--- config.mk ---
export PLATFORM = sky130hd
export DESIGN_NAME = pipe_stage_reg
export DESIGN_NICKNAME = d
export VERILOG_FILES = /design/src/rtl/pipe_stage_reg.sv
export SDC_FILE = /design/constraint.sdc
export NUM_CORES = 1
export LEC_CHECK = 0
export BUFFER_PORTS_ARGS = -buffer_cell sky130_fd_sc_hd__buf_2
export CAP_MARGIN = 10
export CORE_UTILIZATION = 45
export CTS_CLUSTER_SIZE = 24
export DETAILED_ROUTE_END_ITERATION = 10
export PLACE_DENSITY = 0.7
export SLEW_MARGIN = 10
export SYNTH_ARGS = -nofsm -noshare
export SYNTH_HDL_FRONTEND = slang
export SYNTH_SLANG_ARGS = --single-unit
--- constraint.sdc ---
create_clock -name clk -period 2.5 [get_ports clk]
set_clock_uncertainty 0.05 [all_clocks]
set_input_delay 0 -clock clk [delete_from_list [all_inputs] [get_ports clk]]
set_output_delay 0 -clock clk [all_outputs]
set_load 0.1 [all_outputs]
--- src/rtl/pipe_stage_reg.sv ---
// pipe_stage_reg
// Parametrised pipeline stage register used between the IF/ID, ID/EX,
// EX/MEM and MEM/WB boundaries. Carries an opaque payload plus a control
// vector under a valid/ready handshake. It supports bubble (NOP slot)
// insertion for load-use hazards and flush for branch/jump redirects.
// An optional skid register decouples in_ready from out_ready. Saturating
// counters record inserted bubbles and output stall cycles.
//
// Parameters:
//   DATA_W - payload width
//   CTRL_W - control vector width
//   SKID   - 1: main + skid register, 0: main register only
//   CNT_W  - statistics counter width
//
// Ports:
//   clk, rst              - clock, synchronous active-high reset
//   in_valid/in_ready     - upstream handshake
//   in_data/in_ctrl       - upstream payload and control
//   bubble                - insert a NOP slot, hold upstream
//   flush                 - discard every word held in the stage
//   out_valid/out_ready   - downstream handshake
//   out_data/out_ctrl     - registered payload/control, zero when invalid
//   bubble_cnt, stall_cnt - saturating statistics counters

module pipe_stage_reg #(
    parameter int DATA_W = 165,
    parameter int CTRL_W = 13,
    parameter int SKID   = 1,
    parameter int CNT_W  = 16
) (
    input  logic              clk,
    input  logic              rst,
    input  logic              in_valid,
    output logic              in_ready,
    input  logic [DATA_W-1:0] in_data,
    input  logic [CTRL_W-1:0] in_ctrl,
    input  logic              bubble,
    input  logic              flush,
    output logic              out_valid,
    input  logic              out_ready,
    output logic [DATA_W-1:0] out_data,
    output logic [CTRL_W-1:0] out_ctrl,
    output logic [CNT_W-1:0]  bubble_cnt,
    output logic [CNT_W-1:0]  stall_cnt
);

    localparam bit HasSkid = (SKID != 0);

    logic              mValid_q, mValid_d;
    logic [DATA_W-1:0] mData_q,  mData_d;
    logic [CTRL_W-1:0] mCtrl_q,  mCtrl_d;
    logic              sValid_q, sValid_d;
    logic [DATA_W-1:0] sData_q,  sData_d;
    logic [CTRL_W-1:0] sCtrl_q,  sCtrl_d;
    logic [CNT_W-1:0]  bubbleCnt_q, bubbleCnt_d;
    logic [CNT_W-1:0]  stallCnt_q,  stallCnt_d;

    logic adv;
    logic inReady;

    // The main register may advance when it is empty or when downstream
    // takes its word. With a skid register present, in_ready is derived
    // from the skid occupancy only, so out_ready never reaches in_ready.
    always_comb begin
        adv = !mValid_q || out_ready;
        if (flush) begin
            inReady = 1'b1;
        end else if (HasSkid) begin
            inReady = !sValid_q && !bubble;
        end else begin
            inReady = adv && !bubble;
        end
    end

    // Next-state selection. Flush beats everything; a waiting skid word is
    // drained before a bubble slot so word order is kept and the bubble is
    // simply postponed. Payloads are zeroed whenever a slot goes invalid so
    // the outputs read as zero without any output masking.
    always_comb begin
        mValid_d    = mValid_q;
        mData_d     = mData_q;
        mCtrl_d     = mCtrl_q;
        sValid_d    = sValid_q;
        sData_d     = sData_q;
        sCtrl_d     = sCtrl_q;
        bubbleCnt_d = bubbleCnt_q;
        stallCnt_d  = stallCnt_q;

        if (flush) begin
            mValid_d = 1'b0;
            mData_d  = '0;
            mCtrl_d  = '0;
            sValid_d = 1'b0;
            sData_d  = '0;
            sCtrl_d  = '0;
        end else if (adv) begin
            if (HasSkid && sValid_q) begin
                mValid_d = 1'b1;
                mData_d  = sData_q;
                mCtrl_d  = sCtrl_q;
                sValid_d = 1'b0;
                sData_d  = '0;
                sCtrl_d  = '0;
            end else if (bubble) begin
                mValid_d = 1'b0;
                mData_d  = '0;
                mCtrl_d  = '0;
                if (bubbleCnt_q != {CNT_W{1'b1}}) begin
                    bubbleCnt_d = bubbleCnt_q + CNT_W'(1);
                end
            end else if (in_valid) begin
                mValid_d = 1'b1;
                mData_d  = in_data;
                mCtrl_d  = in_ctrl;
            end else begin
                mValid_d = 1'b0;
                mData_d  = '0;
                mCtrl_d  = '0;
            end
        end else if (HasSkid && in_valid && inReady) begin
            sValid_d = 1'b1;
            sData_d  = in_data;
            sCtrl_d  = in_ctrl;
        end

        if (mValid_q && !out_ready && !flush &&
            (stallCnt_q != {CNT_W{1'b1}})) begin
            stallCnt_d = stallCnt_q + CNT_W'(1);
        end
    end

    // State register with synchronous reset.
    always_ff @(posedge clk) begin
        if (rst) begin
            mValid_q    <= 1'b0;
            mData_q     <= '0;
            mCtrl_q     <= '0;
            sValid_q    <= 1'b0;
            sData_q     <= '0;
            sCtrl_q     <= '0;
            bubbleCnt_q <= '0;
            stallCnt_q  <= '0;
        end else begin
            mValid_q    <= mValid_d;
            mData_q     <= mData_d;
            mCtrl_q     <= mCtrl_d;
            sValid_q    <= sValid_d;
            sData_q     <= sData_d;
            sCtrl_q     <= sCtrl_d;
            bubbleCnt_q <= bubbleCnt_d;
            stallCnt_q  <= stallCnt_d;
        end
    end

    assign in_ready   = inReady;
    assign out_valid  = mValid_q;
    assign out_data   = mData_q;
    assign out_ctrl   = mCtrl_q;
    assign bubble_cnt = bubbleCnt_q;
    assign stall_cnt  = stallCnt_q;

endmodule

==> results.txt, run 1 <==
- Fin crit period: 2.33 ns
* Vias after detailed routing: 16600
- In this run the number of cells on the critical path is 6.
* Count of cell types in the netlist: 38
- Setup repair after global routing left no endpoint under its margin.
* Cell area after placement: 17800 sq um
- The min-delay analysis places its worst path in the category input port to flip-flop.
- Total overflow reported by the global router: 0
- Data required time of the worst path: 2.91 ns
- For this design, the sink count on the clock tree is 390.
* Number of flops mapped to enable cells by yosys: 0
- Leak: 7.60 nW
- The congestion estimate from routability-driven global placement came to 0.889.
- The via count of the first global-routing pass was 15900.
- Crit-path max cell delay: 0.56 ns
- Endpoint of the worst register-to-register path: sData_q[140]
* Master of the slowest instance on the critical path: dlygate4sd3_1
* Sum of negative setup slack: 0 ns
* Setup slack after layout: 0.171 ns
- The initial antenna violation count is 1.
* Cell count after placement: 2685
- Length in cells of the worst reg-to-reg path: 6
* List of most frequent post-synthesis cells: 548 x nand2_1, 390 x dfxtp_1, 367 x nand3_1, 199 x a21oi_1, 178 x a31oi_1
- Maximum level of the CTS H-tree: 2
- Count of final hold-check violations: 0
* Starting density of the core: 45.8%
- Once layout is done, the placed cells without fillers occupy 20900 sq um.
* Fraction of synthesis flops using an asynchronous set or reset pin: 0%
* Slack of the worst reg-to-reg path: 0.17 ns
- Count of placed standard cells in the final layout, fillers left out: 2939
- The most common cell in the synthesized netlist is nand2_1.
- The detail route stage leaves a number of antenna-violating nets equal to 0.
* Critical Path End Type: flip-flop
- Classification of the worst setup path: flip-flop to flip-flop
- Maximum number of pins on one net before global-route repair: 180
* Die span in x: 187 microns
- At the pin with the least slew margin, the transition time is 1.31 ns.
* Reported max-cap violation count: 0
- Cell accounting for the most synthesized area: dfxtp_1
- DRC violations left: 0
- Final worst path period share: 93.2%
* Pre-antenna DRT Iters: 6
* Max clock buf depth: 3
- Total of warnings raised by yosys: 0
* Synthesized netlist cell count: 1993
- Across the VDD grid, the largest voltage drop is 481 uV.
* Pwr Density: 642 nW/um^2
- Final setup violation count: 0
- Global Route Usage Sum: 27.6%
* Clock transition at the registers of the reported paths: 0.06 ns
- The detailed router finished its first iteration with 1574 violations.
- In the synthesized netlist the dominant register cell turns out to be dfxtp_1.
- In this run the critical register-to-register path is launched from out_valid.
- The final number of max-transition violations was 0.
- Maximum fanout along the worst path: 88
* Post-layout util: 62.1%
- Dividing the detail-routed via count by the number of cells gives 5.66.
- A synthesized cell averages 7.72 sq um.
- The layout has 2887 filler cells.
- Post-synthesis sequential area ratio: 50.7%
* Worst Path Buf+Inv: 2
* Std-Cell Rows: 67
* Area grow syn2layout: 35.6%
- The worst pin sits at a relative slew slack of 12.7%.
- For the worst setup path, the data arrival time is 2.74 ns.
- CTS tree: built
* Post-cts sizing count: 0
- Fmax achieved: 429 MHz
- In this run, synthesis produced a sequential element count of 390.
- Run status: finished, final reports clean
* Wire length per cell after detailed routing: 17.1 microns
- Of the post-synthesis cell area, the dominant cell type holds 50.7%.
* Share of cells above drive strength 1: 21.2%
* Hold Path Origin: in_data[76]
* Buffers inserted by post-CTS timing repair: 0
- Summed over all nets, the half-perimeter wirelength after detailed placement is 29000 microns.
- Post-synthesis instance area: 15400 sq um
* CTS buffer count: 40
* Cell types with the largest area share after synthesis: dfxtp_1 51%, nand2_1 13%, nand3_1 12%
* Num ports: 396
- Placeable core region: 33600 sq um
- The floorplan step defined a die boundary enclosing 34900 sq um.
* First-pass GRT wire length: 81000 microns
- Element type at the critical path start: flip-flop
- Worst setup path startpoint: out_valid
* Number of nets in the finished design: 2650
* Total of buffers placed on input and output ports: 395
- Placement Setup Slack: 0.284 ns
- The die is 187 microns tall.
* Critical path endpoint: sData_q[140]
* Root buffer selected by CTS: clkbuf_16
- Cells traversed along the worst timing path: nor2b_4 > and3_4 > buf_12 > nand2_1 > a21oi_1 > dlygate4sd3_1
- Wires add up to 50300 microns.
- Critical path's top delay family: buffers and inverters
* Worst-skew pair later-pin latency: 0.53 ns
- The number of nets in the synthesized netlist is 2179.
* Total of hold buffers inserted after clock tree synthesis: 185
area by class of cell:
type                    instances  area [sq um]  share of cell area (%)
diodes                          1          2.50                  0.0120
clock buffers                  58          1160                    5.56
clock inverters                10           100                   0.479
inverters                       4          15.0                  0.0719
multi-input cells            1412          6900                    33.1
flip-flops and latches        390          7840                    37.5
well taps                     448           561                    2.69
repair buffers                616          4300                    20.6
where the power goes:
part | internal, mW | total, mW | switching, mW | leakage, nW
sequential | 6.27 | 6.31 | 0.0355 | 3.16
clock | 3.41 | 5.83 | 2.42 | 0.627
combinational | 0.431 | 1.27 | 0.837 | 3.81
total | 10.1 | 13.4 | 3.30 | 7.60
worst min-delay path by stage:
stage                         end  slack [ns]  depth (start not counted)
finish                sData_q[76]        0.22                          4
global route          sData_q[51]        0.22                          4
CTS                 stall_cnt[13]        0.19                          3
floorplan              sCtrl_q[0]        0.09                          2
global placement    stall_cnt[13]        0.19                          2
detailed placement  stall_cnt[13]        0.19                          2
per-stage QoR:
stage | hold WS [ns] | total power [mW]
3_3_place_gp | 0.194 | 7.46
2_1_floorplan | 0.0860 | 7.10
6_report | 0.222 | 13.4
3_5_place_dp | 0.191 | 7.46
5_1_grt | 0.219 | 13.8
4_1_cts | 0.191 | 13.5
tightest hold or removal path, stage by stage:
cell and delay (ns):
dlygate4sd3_1 0.53, buf_2 0.13, nand2_1 0.05, a21oi_1 0.05
registers in the layout, summed over array words and instances (netlist names):
name / flops
out_data: 165
sData_q: 165
stall_cnt: 16
out_valid: 1
out_ctrl: 13
bubble_cnt: 16
sValid_q: 1
sCtrl_q: 13
routing by layer:
layer  track usage (%)  part of all wire (%)
met5                 0                     0
met4              13.3                   4.8
met3              6.29                   7.7
met2              44.7                    47
met1              34.6                    40
kinds of logic after synthesis:
| family | synth area share, % |
|---|---|
| simple gates | 28.5 |
| compound gates | 15.2 |
| flops | 50.7 |
| buf+inv | 4.82 |
| mux | 0.496 |
| fa+ha+maj | 0.163 |
| xor+xnor | 0.0569 |
placed cells by master, fill, tap and decap left out, types with 4 or more instances in the layout:
master         count
a21oi_1          199
a31oi_1          178
buf_12            16
buf_2            395
buf_4             20
clkbuf_1          10
clkbuf_16         41
clkbuf_8           7
clkinv_2           8
dfxtp_1          371
dfxtp_2           16
dlygate4sd3_1    185
inv_1              4
mux2_2             5
nand2_1          547
nand3_1          366
nand4_1           10
nor2_1            12
nor2b_1            5
nor4_1             8
o21ai_0            8
o31ai_1           10
o41ai_1            4
or2_2              4
or3_1             11
or4_1             14
No activity file was read; power rests on OpenSTA's default activity.
==> run 2: changes to the inputs <==
--- a/config.mk
+++ b/config.mk
@@ -5,12 +5,13 @@
 export SDC_FILE = /design/constraint.sdc
 export NUM_CORES = 1
 export LEC_CHECK = 0
+export ABC_AREA = 1
 export BUFFER_PORTS_ARGS = -buffer_cell sky130_fd_sc_hd__buf_2
 export CAP_MARGIN = 10
 export CORE_UTILIZATION = 45
 export CTS_CLUSTER_SIZE = 24
 export DETAILED_ROUTE_END_ITERATION = 10
-export PLACE_DENSITY = 0.7
+export PLACE_DENSITY = 0.69
 export SLEW_MARGIN = 10
 export SYNTH_ARGS = -nofsm -noshare
 export SYNTH_HDL_FRONTEND = slang
==> results.txt, run 2 <==
* Most used DFF post-synth: dfxtp_1
* Post-synthesis instance area: 15800 sq um (+2.9%)
- The detailed-route wire length per cell came to 17.2 microns (+0.49%).
* Final setup violation count: 0 (unchanged)
- The filler cell count came to 3083 (+6.8%).
* Placeable core region: 34500 sq um (+2.8%)
- The count of port buffers added during placement was 395 (unchanged).
* Slew margin rel.: 37.8% (+25 points)
- The remaining antenna violation count after routing was 0 (unchanged).
* Area enclosed by the die boundary: 35900 sq um (+2.8%)
- Synthesized netlist cell count: 2116 (+6.2%)
* Max clock buf depth: 3 (unchanged)
- The share of synthesized area spent on multiplexers is 0% (-0.50 points).
- Tot Pwr: 13.6 mW (+1.7%)
- The arrival time reported for the critical path endpoint is 2.54 ns (-0.20 ns).
- Vias after detailed routing: 17300 (+3.7%)
* XOR/XNOR share of the synthesized area: 0.111% (+0.054 points)
- Number of DRC markers in iteration 0: 1479 (-6.0%)
* Per-cell via count in the routed design: 5.65 (-0.25%)
- List of most frequent post-synthesis cells: 567 x nand3_1, 443 x nand2_1, 390 x dfxtp_1, 199 x a21oi_1, 179 x a31oi_1
- The area fraction of the dominant cell type after synthesis was 49.3% (-1.4 points).
- Cell types with the largest area share after synthesis: dfxtp_1 49%, nand3_1 18%, nand2_1 11%
- DRC violations left: 0 (unchanged)
- Post-synthesis sequential area ratio: 49.3% (-1.4 points)
- Final worst path period share: 86.1% (-7.1 points)
- The count of flip-flops with a built-in enable after synthesis came to 0 (unchanged).
- Run status: finished, final reports clean
- Reported max-cap violation count: 0 (unchanged)
- Combinational family with the most area after synthesis: simple AND/OR/NAND/NOR gates
- The required time of the worst setup path came to 2.89 ns (-0.02 ns).
* Final weighted congestion in routability-driven placement: 0.893 (+0.46%)
- The count of standard-cell rows was 68 (+1.5%).
- Share of cells above drive strength 1: 19.0% (-2.2 points)
* Vias in the first global route: 16100 (+1.6%)
* Count of final hold-check violations: 0 (unchanged)
* Critical Path End Type: flip-flop
- The count of nets after finishing is 2752 (+3.8%).
- The initial core utilization was 45.8% (+0.050 points).
* Total of warnings raised by yosys: 0 (unchanged)
- Chip Height: 190 microns (+1.4%)
- Die span in x: 190 microns (+1.4%)
- Worst-skew pair later-pin latency: 0.53 ns (about the same)
- Clock transition at the registers of the reported paths: 0.06 ns (about the same)
- The transition at the pin with the smallest max-transition slack is 0.933 ns (-0.377 ns).
- Number of max-slew violations in the final report: 0 (unchanged)
- The most common cell in the synthesized netlist is nand3_1.
- The library cells used most frequently in the layout, excluding fill and tap cells, are 567 x nand3_1, 443 x nand2_1, 395 x buf_2, 389 x dfxtp_1, 199 x a21oi_1.
- Leak: 7.80 nW (+2.6%)
- Number of register bits inferred by synthesis: 390 (unchanged)
- The number of top-level pins came to 396 (unchanged).
* Fin crit period: 2.15 ns (-0.176 ns)
* Maximum level of the CTS H-tree: 2 (unchanged)
- Unrepaired setup endpoints after global routing: false
* Maximum ir drop on the vdd rail: 441 uV (-8.2%)
* HPWL after DPL: 30100 microns (+3.8%)
- The tree is rooted in a clkbuf_16.
* Commonest non-fill, non-tap cell in the layout: nand3_1
- The synthesized netlist net count is 2302 (+5.6%).
* Pwr Density: 642 nW/um^2 (about the same)
* Number of antenna violations at the first check in global routing: 2 (+1)
- Classification of the worst setup path: flip-flop to flip-flop
* CTS buffer count: 42 (+5.0%)
- Fmax achieved: 464 MHz (+8.2%)
- Element type at the critical path start: flip-flop
- Worst min-delay path class: input port to flip-flop
- The final sum of negative setup slack was 0 ns (unchanged).
- The total iterations of the first detailed-routing run was 5 (-1).
- The share of the synthesized area in compound gates (AO/OA/AOI/OAI) came to 13.7% (-1.5 points).
- The maximum net fanout on the critical path is 178 (+100%).
- The fraction of registers with async set/reset was 0% (unchanged).
- Cell accounting for the most synthesized area: dfxtp_1
- The clock sink count came to 390 (unchanged).
* Fraction of the mapped netlist area in simple logic gates: 30.9% (+2.4 points)
* First-pass GRT wire length: 84100 microns (+3.8%)
- CTS tree: built
- Post-cts sizing count: 0 (unchanged)
- Global Route Usage Sum: 28.0% (+0.47 points)
* Total overflow reported by the global router: 0 (unchanged)
- Count of cell types in the netlist: 24 (-37%)
* Average instance area after synthesis: 7.48 sq um (-3.1%)
- Maximum number of pins on one net before global-route repair: 187 (+3.9%)
- Area grow syn2layout: 34.1%
* Routed Wire Length: 52600 microns (+4.5%)
- Synthesized-area fraction occupied by adder cells: 0.158% (-0.0045 points)
[run 2: changes by cell type after synthesis, sizes merged, moves of 9 or more]
cell / delta
or4: -14
nor4: -9
o31ai: -10
buf: +45
or3: -11
nand3: +201
nor2: +70
inv: +26
nand2: -102
clkbuf: -33
[run 2: path summary, 6_finish.rpt]
| check | depth (start not counted) | startpoint | slack [ns] | end |
|---|---|---|---|---|
| min reg2reg | 2 | sData_q[144] | 0.43 | sData_q[144] |
| max | 5 | sValid_q | 0.35 | sData_q[143] |
| max reg2reg | 5 | sValid_q | 0.35 | sData_q[143] |
| min | 6 | out_ready | 0.13 | out_valid |
[run 2: layout make-up]
cell class	instances	area, sq um	share of cell area [%]
flip-flops and latches	390	7810	36.8
multi-input cells	1496	7150	33.7
repair buffers	605	4220	19.9
clock buffers	68	1290	6.08
well taps	455	569	2.68
inverters	31	131	0.619
clock inverters	8	47.5	0.224
diodes	3	7.51	0.0354
[run 2: power breakdown]
| group | switching [mW] | total (mW) | internal [mW] |
|---|---|---|---|
| Combinational | 0.871 | 1.30 | 0.427 |
| Sequential | 0.0335 | 6.30 | 6.27 |
| Clock | 2.52 | 6.04 | 3.53 |
[run 2: cell families (layout without fill, tap and decap cells)]
logic type | count (synthesis) | after routing
buffers and inverters | 230 | 712
xor gates and xnor gates | 2 | 2
AOI/OAI and AO/OA | 387 | 387
other | 0 | 3
adders and majority gates | 2 | 2
DFF | 390 | 390
and+or+nand+nor | 1105 | 1105
[run 2: what timing repair did]
action	4_1_cts	5_1_grt
hold endpoints to repair	365	0
buffers inserted	0	0
hold buffers	183	0
[run 2: stage by stage]
stage | setup slack (ns) | hold WS [ns] | utilization (%) | area [sq um] | instances
2_1_floorplan | 0.0832 | 0.108 | - | 15800 | 2116
3_3_place_gp | 0.501 | 0.223 | 52.3 | 18100 | 2794
3_5_place_dp | 0.417 | 0.232 | 52.3 | 18100 | 2794
4_1_cts | 0.346 | 0.113 | 61.4 | 21200 | 3053
5_1_grt | 0.238 | 0.183 | 61.5 | 21200 | 3055
6_report | 0.347 | 0.135 | 61.5 | 21200 | 3056
[run 2: worst max-delay path, cell delays in order, from the launching register on]
cell	delay, ns
dfxtp_4	0.60
o21ai_2	0.17
nand3_4	0.13
buf_12	0.59
nand3_1	0.22
a21oi_1	0.23
[run 2: per-layer routing]
layer	share of wire [%]	global-route usage (%)	wire, microns	vias to the layer above
met5	0	0	0	-
met3	7.8	5.24	4080	132
met1	42	37.2	22300	8116
li1	-	-	-	8250
met4	3.9	11.5	2050	0
met2	46	44.8	24100	762
==> run 3: changes to the inputs <==
--- a/config.mk
+++ b/config.mk
@@ -11,7 +11,7 @@
 export CORE_UTILIZATION = 45
 export CTS_CLUSTER_SIZE = 24
 export DETAILED_ROUTE_END_ITERATION = 10
-export PLACE_DENSITY = 0.69
+export PLACE_DENSITY = 0.66
 export SLEW_MARGIN = 10
 export SYNTH_ARGS = -nofsm -noshare
 export SYNTH_HDL_FRONTEND = slang
==> results.txt, run 3 (synthesized netlist as in run 2, its figures left out) <==
* Run status: finished, final reports clean
- The global-route wire length before repair came to 83900 microns (-0.23%).
- The ratio of routed vias to standard cells came to 5.68 (+0.52%).
- The internal power was 10.5 mW (+2.5%).
- The number of gates given a new drive strength after cts came to 0 (unchanged).
- The placed instance count was 2793 (-0.036%).
- TritonCTS built the clock tree.
* Part of the power in registers: 45.4% (-0.8 points)
- The transition at the pin with the smallest max-transition slack came to 1.02 ns (+0.0913 ns).
- The combinational power share is 9.3% (-0.2 points).
* Clock transition at the registers of the reported paths: 0.06 ns (about the same)
- The clock sink count is 390 (unchanged).
- The initial antenna violation count is 1 (-1).
- The setup path with the least slack is of type input port to flip-flop.
- The part of the power in the clock network was 45.3% (+1.0 points).
- Setup repair after global routing left no endpoint under its margin.
- DRC violations left: 0 (unchanged)
- Number of nets in the finished design: 2755 (+0.11%)
- Most used cells in the layout excluding fill and tap cells: 567 x nand3_1, 443 x nand2_1, 395 x buf_2, 389 x dfxtp_1, 199 x a21oi_1
- Num ports: 396 (unchanged)
- CTS buffer count: 43 (+2.4%)
- The peak supply drop came to 568 uV (+29%).
* Wire length per cell after detailed routing: 17.2 microns (+0.18%)
- Starting density of the core: 45.8% (unchanged)
- Total overflow reported by the global router: 0 (unchanged)
- The detailed-placement wirelength estimate came to 29700 microns (-1.4%).
- The count of endpoints failing setup in the final report came to 0 (unchanged).
* Total of buffers placed on input and output ports: 395 (unchanged)
- Post-layout util: 61.6% (+0.14 points)
- The deepest level of the CTS H-tree was 2 (unchanged).
* Data required time of the worst path: 2.87 ns (-0.02 ns)
* Count of final hold-check violations: 0 (unchanged)
- The clock insertion delay at the later pin of the skew report was 0.54 ns (about the same).
- Number of filler cells placed in the layout: 3001 (-2.7%)
- Die span in x: 190 microns (unchanged)
- The library cell used most frequently in the layout, excluding fill and tap cells, is nand3_1.
* Chip Height: 190 microns (unchanged)
* Leak: 7.83 nW (+0.42%)
- In this run the clock root is driven by a clkbuf_16.
- The max capacitance violation total is 0 (unchanged).
- The final estimated routing congestion in global placement came to 0.902 (+1.1%).
- Number of DRC markers in iteration 0: 1622 (+9.7%)
- Fin crit period: 2.18 ns (+0.0241 ns)
- Critical Path End Type: flip-flop
* Global Route Usage Sum: 28.2% (+0.12 points)
- Element type at the critical path start: input port
- Sum of negative setup slack: 0 ns (unchanged)
- Vias in the first global route: 16200 (+0.19%)
- Max clock buf depth: 3 (unchanged)
- The placed standard-cell area came to 18000 sq um (-0.25%).
- The maximum net fanout on the critical path was 114 (-36%).
- The fraction of power spent switching nets was 24.6% (-0.47 points).
- The core box area is 34500 sq um (unchanged).
- The worst hold path belongs to the class input port to flip-flop.
- The power per cell area was 653 nW/um^2 (+1.6%).
* Slew margin rel.: 31.7% (-6.1 points)
- The non-filler instance count after layout is 3056 (unchanged).
- Pre-antenna DRT Iters: 7 (+2)
* Maximum number of pins on one net before global-route repair: 179 (-4.3%)
- The total via count in the routed design was 17400 (+0.52%).
* Net Switching: 3.42 mW (about the same)
- The period utilization came to 87.1% (+0.96 points).
* Area grow syn2layout: 34.4%
- Std-Cell Rows: 68 (unchanged)
- The top achievable clock speed was 459 MHz (-1.1%).
- Placement Setup Slack: 0.557 ns (+0.140 ns)
- Routed Wire Length: 52600 microns (+0.18%)
- Final instance area: 21300 sq um (+0.22%)
* Data arrival time of the critical path: 2.55 ns (about the same)
- The area enclosed by the die boundary came to 35900 sq um (unchanged).
* Number of max-slew violations in the final report: 0 (unchanged)
- The fraction of layout cells with a size suffix above 1 was 18.9% (-0.092 points).
- Setup slack after layout: 0.323 ns (-0.0241 ns)
- The remaining antenna violation count after routing came to 0 (unchanged).
[run 3: cell types whose count changed in the layout (fill, tap and decap cells not counted), moves of 2 or more]
cell           previous run  this run
buf_12                   17        14
dlygate4sd3_1           183       186
diode_2                   3         1
clkbuf_16                43        46
buf_4                    10        12
[run 3: cell type report]
class | count | area (sq um) | area share (%)
sequential | 390 | 7810 | 36.7
multi-input combinational | 1496 | 7150 | 33.6
timing repair buffer | 607 | 4210 | 19.8
clock buffer | 71 | 1360 | 6.37
tap | 455 | 569 | 2.68
inverter | 31 | 131 | 0.617
clock inverter | 5 | 50.0 | 0.235
antenna | 1 | 2.50 | 0.0118
[run 3: path summary, 6_finish.rpt]
check,startpoint,slack (ns),end,cells after the start
hold / removal,in_data[87],0.22,out_data[87],4
hold reg to reg,sData_q[153],0.43,sData_q[153],2
setup / recovery,rst,0.32,out_data[137],7
setup reg to reg,out_valid,0.33,out_data[137],7
[run 3: timing repair]
action                     CTS  global route
hold endpoints to repair   367             0
setup buffers                0             0
hold buffers               186             0
setup endpoints to repair    0             0
[run 3: metal layers]
metal / track usage (%) / up-vias / part of all wire, %
li1: - / 8258 / -
met1: 36.7 / 8160 / 41
met2: 44.8 / 806 / 46
met3: 6.29 / 126 / 9.1
met4: 12.1 / 0 / 3.6
met5: 0 / - / 0
[run 3: per-stage QoR]
stage,power (mW),hold WS (ns)
floorplan,7.11,0.108
global placement,7.47,0.223
detailed placement,7.48,0.231
CTS,14.0,0.200
global route,14.3,0.227
finish,13.9,0.222
[run 3: critical path, stage by stage]
cell and delay, ns:
dlygate4sd3_1 0.53, buf_2 0.27, nor2_1 0.17, inv_8 0.53, buf_4 0.42, a31oi_1 0.06
dlygate4sd3_1 0.56
[run 3: power groups by stage]
stage | clock network [mW] | registers (mW) | logic, mW
finish | 6.29 | 6.30 | 1.29
floorplan | 0 | 6.81 | 0.299
global route | 6.65 | 6.30 | 1.36
detailed placement | 0 | 6.43 | 1.04
global placement | 0 | 6.43 | 1.04
CTS | 6.39 | 6.30 | 1.28
